File: src/rtl/ex_muldiv_unit_if.sv
// Operand/result bundle between the EX stage and the iterative multiply/divide unit.
// The unit side is the slave; the pipeline/hazard side is the master.
interface ex_muldiv_unit_if #(
  parameter int DW = 32
);
  logic          start;
  logic [1:0]    op;
  logic [DW-1:0] srcA;
  logic [DW-1:0] srcB;
  logic          mthi;
  logic          mtlo;
  logic          flush;
  logic [DW-1:0] hi;
  logic [DW-1:0] lo;
  logic          busy;
  logic          done;

  modport master (
    output start, op, srcA, srcB, mthi, mtlo, flush,
    input  hi, lo, busy, done
  );

  modport slave (
    input  start, op, srcA, srcB, mthi, mtlo, flush,
    output hi, lo, busy, done
  );
endinterface

File: src/rtl/ex_muldiv_unit.sv
// Iterative MULT/MULTU/DIV/DIVU unit owning HI/LO: one bit per cycle on operand
// magnitudes, sign fix-up in FIN, busy drives the pipeline stall.
module ex_muldiv_unit #(
  parameter int DW = 32
) (
  input  logic             clk,
  input  logic             rst_n,
  ex_muldiv_unit_if.slave  bus
);
  localparam int CW = $clog2(DW);

  typedef enum logic [1:0] {IDLE, MUL, DIV, FIN} state_t;

  state_t          r_state, w_nxt;
  logic [CW-1:0]   r_cnt;
  logic [2*DW-1:0] r_acc;     // MUL: {partial sum, multiplier}; DIV: {remainder, dividend/quotient}
  logic [DW-1:0]   r_opnd;    // |multiplicand| or |divisor|
  logic [DW-1:0]   r_orig_a;
  logic            r_div, r_dz, r_neg_q, r_neg_r;
  logic [DW-1:0]   r_hi, r_lo;
  logic            r_busy, r_done;

  logic            w_sa, w_sb;
  logic [DW-1:0]   w_abs_a, w_abs_b;
  logic [DW:0]     w_sum, w_shift, w_diff;
  logic [2*DW-1:0] w_prod;
  logic [DW-1:0]   w_quo, w_rem, w_q_fin, w_r_fin;

  // Unsigned ops (op[0]=1) never see a sign bit.
  assign w_sa    = ~bus.op[0] & bus.srcA[DW-1];
  assign w_sb    = ~bus.op[0] & bus.srcB[DW-1];
  assign w_abs_a = w_sa ? -bus.srcA : bus.srcA;
  assign w_abs_b = w_sb ? -bus.srcB : bus.srcB;

  assign w_sum   = {1'b0, r_acc[2*DW-1:DW]} + (r_acc[0] ? {1'b0, r_opnd} : '0);
  assign w_shift = r_acc[2*DW-1:DW-1];
  assign w_diff  = w_shift - {1'b0, r_opnd};

  // Most-negative / -1 falls out naturally: magnitude quotient 2^(DW-1), no negation.
  assign w_prod  = r_neg_q ? -r_acc : r_acc;
  assign w_quo   = r_acc[DW-1:0];
  assign w_rem   = r_acc[2*DW-1:DW];
  assign w_q_fin = r_neg_q ? -w_quo : w_quo;
  assign w_r_fin = r_neg_r ? -w_rem : w_rem;

  always_comb begin
    w_nxt = r_state;
    case (r_state)
      IDLE: if (!bus.flush && bus.start) w_nxt = bus.op[1] ? DIV : MUL;
      MUL, DIV: begin
        if (bus.flush)                  w_nxt = IDLE;
        else if (r_cnt == CW'(DW - 1))  w_nxt = FIN;
      end
      default: w_nxt = IDLE;
    endcase
  end

  always_ff @(posedge clk) begin
    if (!rst_n) r_state <= IDLE;
    else        r_state <= w_nxt;
  end

  always_ff @(posedge clk) begin
    if (!rst_n) begin
      r_cnt    <= '0;
      r_acc    <= '0;
      r_opnd   <= '0;
      r_orig_a <= '0;
      r_div    <= 1'b0;
      r_dz     <= 1'b0;
      r_neg_q  <= 1'b0;
      r_neg_r  <= 1'b0;
      r_hi     <= '0;
      r_lo     <= '0;
      r_busy   <= 1'b0;
      r_done   <= 1'b0;
    end else begin
      r_busy <= (w_nxt != IDLE);
      r_done <= (r_state == FIN) && !bus.flush;
      case (r_state)
        IDLE: if (!bus.flush) begin
          if (bus.start) begin
            r_cnt    <= '0;
            r_div    <= bus.op[1];
            r_dz     <= (bus.srcB == '0);
            r_orig_a <= bus.srcA;
            r_neg_q  <= w_sa ^ w_sb;
            r_neg_r  <= w_sa;
            r_opnd   <= bus.op[1] ? w_abs_b : w_abs_a;
            r_acc    <= {{DW{1'b0}}, (bus.op[1] ? w_abs_a : w_abs_b)};
          end else begin
            if (bus.mthi) r_hi <= bus.srcA;
            if (bus.mtlo) r_lo <= bus.srcA;
          end
        end
        MUL: begin
          r_cnt <= r_cnt + 1'b1;
          r_acc <= {w_sum, r_acc[DW-1:1]};
        end
        DIV: begin
          r_cnt <= r_cnt + 1'b1;
          if (!w_diff[DW]) r_acc <= {w_diff[DW-1:0], r_acc[DW-2:0], 1'b1};
          else             r_acc <= {w_shift[DW-1:0], r_acc[DW-2:0], 1'b0};
        end
        default: if (!bus.flush) begin
          if (!r_div) begin
            r_hi <= w_prod[2*DW-1:DW];
            r_lo <= w_prod[DW-1:0];
          end else if (r_dz) begin
            r_hi <= r_orig_a;
            r_lo <= '1;
          end else begin
            r_hi <= w_r_fin;
            r_lo <= w_q_fin;
          end
        end
      endcase
    end
  end

  assign bus.hi   = r_hi;
  assign bus.lo   = r_lo;
  assign bus.busy = r_busy;
  assign bus.done = r_done;
endmodule

File: src/flat_wrapper.sv
// flat-port wrapper written by rule: the top's interface ports become plain ports
module ex_muldiv_unit_flat 
#(
  parameter int DW = 32
)
  (clk, rst_n, bus_start, bus_op, bus_srcA, bus_srcB, bus_mthi, bus_mtlo, bus_flush, bus_hi, bus_lo, bus_busy, bus_done);
  ex_muldiv_unit_if #(.DW(DW)) bus_i ();
  input  logic clk;
  input  logic rst_n;
  input wire logic [$bits(bus_i.start)-1:0] bus_start;
  input wire logic [$bits(bus_i.op)-1:0] bus_op;
  input wire logic [$bits(bus_i.srcA)-1:0] bus_srcA;
  input wire logic [$bits(bus_i.srcB)-1:0] bus_srcB;
  input wire logic [$bits(bus_i.mthi)-1:0] bus_mthi;
  input wire logic [$bits(bus_i.mtlo)-1:0] bus_mtlo;
  input wire logic [$bits(bus_i.flush)-1:0] bus_flush;
  output wire logic [$bits(bus_i.hi)-1:0] bus_hi;
  output wire logic [$bits(bus_i.lo)-1:0] bus_lo;
  output wire logic [$bits(bus_i.busy)-1:0] bus_busy;
  output wire logic [$bits(bus_i.done)-1:0] bus_done;
  assign bus_i.start = bus_start;
  assign bus_i.op = bus_op;
  assign bus_i.srcA = bus_srcA;
  assign bus_i.srcB = bus_srcB;
  assign bus_i.mthi = bus_mthi;
  assign bus_i.mtlo = bus_mtlo;
  assign bus_i.flush = bus_flush;
  assign bus_hi = bus_i.hi;
  assign bus_lo = bus_i.lo;
  assign bus_busy = bus_i.busy;
  assign bus_done = bus_i.done;
  ex_muldiv_unit #(.DW(DW)) u_core (.clk(clk), .rst_n(rst_n), .bus(bus_i));
endmodule
File: config.mk
export PLATFORM = sky130hd
export DESIGN_NAME = ex_muldiv_unit_flat
export DESIGN_NICKNAME = d
export VERILOG_FILES = /design/src/rtl/ex_muldiv_unit_if.sv /design/src/rtl/ex_muldiv_unit.sv /design/src/flat_wrapper.sv
export SDC_FILE = /design/constraint.sdc
export NUM_CORES = 1
export LEC_CHECK = 0
export BUFFER_PORTS_ARGS = -buffer_cell sky130_fd_sc_hd__buf_2
export CORE_MARGIN = 2
export CORE_UTILIZATION = 51
export CTS_BUF_LIST = sky130_fd_sc_hd__clkbuf_4 sky130_fd_sc_hd__clkbuf_8
export DETAILED_ROUTE_END_ITERATION = 8
export GPL_ROUTABILITY_DRIVEN = 0
export GPL_TIMING_DRIVEN = 0
export PLACE_DENSITY = 0.69
export SLEW_MARGIN = 25
export SYNTH_ARGS = -nofsm -noshare
export SYNTH_HDL_FRONTEND = slang
export SYNTH_SLANG_ARGS = --single-unit
File: constraint.sdc
create_clock -name clk -period 6 [get_ports clk]
set_clock_uncertainty 0.2 [all_clocks]
set_input_delay 0.6 -clock clk [delete_from_list [all_inputs] [get_ports clk]]
set_output_delay 0.6 -clock clk [all_outputs]
set_load 0.02 [all_outputs]
==> impl_metrics.csv <==
group,metric,value,unit
routing,m1WireLength,26.7,mm
sta,maxClockFrequency,195,MHz
finish,nets,2631,
finish,fillers,3130,
floorplanning,die_y,184,um
routing,num_vias,18900,
status,status,"finished, final reports clean",
synthesis,yosys-top-cells-area,"dfxtp_1 25%, a21oi_1 8.9%, xnor2_1 6.5%",
synthesis,ys_warn_count,0,
synthesis,synthXorXnorAreaFrac,10.8,%
finish,final_layout_size_suffix_gt1_share,10.1,%
grt,grt_pass1_vias,17100,
worst_setup_path,arrival,5.34,ns
clock_network,clk_latency,0.60,ns
worst_setup_path,worst-setup-path-type,"register to register",
worst_hold_path,min-delay-path-class,"primary input to register",
synthesis,ys_seq_area_share,24.7,%
synthesis,ys_seq_elements,205,
power_and_ir_drop,vdd.ir_drop.worst,0.000172,V
synthesis,synth_area,16600,um2
flow_run,drv_cap,0,
clock_network,cts_tree,"built",
routing,wl_met2,27.3,mm
power_and_ir_drop,power.leakage,7.49,nW
synthesis,syn_area_per_cell,7.19,um2
placement,placedInstanceArea,17800,um2
power_and_ir_drop,powerDensity,220,nW/um2
clock_network,clockBufferDepth,3,
placement,dp.cells,2883,
routing,avgViaCountPerCell,6.41,
synthesis,yosys.area_share.simple,19.4,%
worst_setup_path,start_kind,"register",
power_and_ir_drop,total_power,4.09,mW
synthesis,synth_cell_type_count,77,
clock_network,cts.sinks,205,
floorplanning,pin_count,138,
routing,highest_layer,"met5",
floorplanning,die_width,184,um
synthesis,synthCells,2307,
clock_network,cts_buffers,39,
floorplanning,start_util,51.4,%
placement,dp_hpwl,53.1,mm
worst_hold_path,whs_path_depth,2,
sta,setup_viol,0,
synthesis,synth-async-reset-ratio,0,%
clock_network,post_cts_buffers,0,
clock_network,cts_hold_buf,0,
grt,grt_pass1_wl,100,mm
grt,antenna_found_initial,1,
synthesis,synthMuxAreaShare,2.99,%
finish,fin_area,18600,um2
sta,fin_crit_sh,85.6,%
synthesis,yosys.area.top_type,"dfxtp_1",
finish,final_cell_count_no_fill,2950,
grt,grt_overflow,0,
clock_network,htree_levels,2,
worst_setup_path,r2r_cells,14,
worst_setup_path,cp-end-kind,"register",
routing,ant_nets,0,
finish,final_core_util,57.6,%
sta,worstMarginPinSlew,1.21,ns
worst_setup_path,endpoint,"u_core.r_acc[57]",
synthesis,synth_edf_count,0,
floorplanning,row_count,66,
placement,portBuffers,134,
finish,syn2layout_area_growth,12.1,%
synthesis,syn_nets,2456,
floorplanning,die-area,34000,um2
clock_network,cts.clk_slew.worst_paths,0.07,ns
sta,maxSlewViolCount,0,
routing,met3_length,8.61,mm
routing,drc,0,
sta,fin_tns_setup,0,ns
worst_setup_path,cp_max_fo,10,
routing,drt_wl_total,67.5,mm
finish,register_area,4100,um2
sta,min_period,5.14,ns
routing,wl_per_cell,22.9,um
synthesis,synth_compound_area_share,29.8,%
finish,multiInputGateArea,11400,um2
grt,grt_max_degree,11,
sta,hold_viol,0,
clock_network,post_cts_resized,0,
floorplanning,core-area,32300,um2
routing,firstDrtPassIters,7,
clock_network,clk_root_buffer_cell,"clkbuf_8",
synthesis,yosys_most_used_dff,"dfxtp_1",
grt,track_usage,38.7,%
synthesis,synth_fa_ha_area_share,5.90,%
worst_setup_path,r2r-end,"u_core.r_acc[57]",
synthesis,synth_top_area_share,24.7,%
worst_setup_path,worst-endpoint-required,6.21,ns
routing,drtIter0Drc,2837,
worst_setup_path,r2r-start,"u_core.r_acc[32]",
worst_setup_path,timing.reg2reg.setup_slack,0.86,ns
synthesis,synth_top_family_by_area,"compound AO/OA/AOI/OAI gates",
worst_setup_path,crit_start,"u_core.r_acc[32]",
sta,rsz0062_at_grt,"no",
sta,relSlewSlack,19.2,%
cell type report:
type	count	area share (%)
Tap cell	442	2.97
Clock buffer	56	3.88
Buffer	182	3.82
Antenna cell	1	0.0135
Clock inverter	10	0.316
Sequential cell	205	22.1
Timing Repair Buffer	134	3.61
Inverter	93	1.88
Multi-Input combinational cell	1827	61.4
cell usage in the layout (no fill, tap or decap), types with 57 or more instances in the layout:
master | synthesis | layout
o21ai_0 | 147 | 147
nor2_1 | 233 | 233
xor2_1 | 80 | 80
ha_1 | 75 | 75
o211ai_1 | 57 | 57
xnor2_1 | 124 | 124
dfxtp_1 | 205 | 205
nand2_1 | 277 | 277
clkbuf_1 | 160 | 160
inv_1 | 93 | 93
buf_2 | 10 | 144
a21oi_1 | 294 | 294
state kept, by name, indices dropped and copies added (netlist names), 2 cells and up:
| name | flops |
|---|---|
| u_core.r_acc | 64 |
| u_core.bus.hi | 32 |
| u_core.r_opnd | 32 |
| u_core.r_cnt | 5 |
| u_core.r_orig_a | 32 |
| u_core.bus.lo | 32 |
| u_core.r_state | 2 |
cells by family after synthesis:
group / Yosys count
adders and majority gates: 77
AOI/OAI and AO/OA: 785
DFF: 205
muxes: 48
xor gates and xnor gates: 204
buffers and inverters: 275
and+or+nand+nor: 713
Yosys cell counts (7+ instances only):
master    instances
nor3_1           31
o21ai_1          10
nand2_1         277
nand3_1          26
o21bai_1          8
a221oi_1         37
o211ai_1         57
ha_1             75
o41ai_1          13
and2_1           11
o21ai_0         147
dfxtp_1         205
a31oi_1          16
inv_1            93
clkbuf_1        160
buf_2            10
nor2_1          233
buf_1             9
xnor2_1         124
nand2b_1         20
a221o_1          18
mux2i_1          36
a22oi_1          28
a21oi_1         294
nor2b_1          15
or3_1            23
or2_2             9
nand4_1          10
a21o_1           33
nor4_1           10
mux2_2           12
o21a_1            7
a211oi_1         34
o31ai_1          28
and3_1            8
or4_1            16
a211o_1           8
xor2_1           80
metal layers:
| layer | vias to the layer above | global-route usage, % |
|---|---|---|
| met3 | 306 | 10.1 |
| met2 | 1330 | 56.3 |
| met1 | 8704 | 51.0 |
| met5 | - | 0 |
| li1 | 8565 | - |
| met4 | 4 | 23.6 |
report_power, final:
group	total [mW]	leakage, nW	switching, mW	internal, mW
logic	1.13	5.40	0.774	0.361
clock network	1.43	0.414	0.656	0.772
registers	1.53	1.67	0.0803	1.45
total	4.09	7.49	1.51	2.58
through the flow:
stage | hold slack, ns | worst slack, ns
5_1_grt | 0.0871 | 0.677
4_1_cts | 0.0847 | 1.03
3_3_place_gp | 0.240 | 1.13
6_report | 0.0937 | 0.862
2_1_floorplan | 0.232 | 2.55
3_5_place_dp | 0.246 | 1.06
critical path, cell delays in order (launching register included):
cell       delay, ns
dfxtp_1         0.37
clkbuf_1        0.38
inv_1           0.16
fa_1            0.48
nand2b_1        0.19
a21oi_1         0.28
o21ai_0         0.21
nand2_1         0.24
a211oi_1        0.22
a2111oi_0       0.56
a211oi_2        0.23
buf_2           0.29
a21oi_1         0.40
a21oi_1         0.13
o41ai_1         0.59
how the worst min path moves through the flow:
stage	end	from	slack, ns
floorplan	u_core.r_orig_a[31]	u_core.r_orig_a[31]	0.23
global placement	u_core.r_orig_a[8]	u_core.r_orig_a[8]	0.24
detailed placement	u_core.r_orig_a[3]	u_core.r_orig_a[3]	0.25
CTS	u_core.bus.done	bus_flush	0.08
global route	u_core.bus.done	bus_flush	0.09
finish	u_core.bus.done	bus_flush	0.09
No activity file was read; power rests on OpenSTA's default activity.
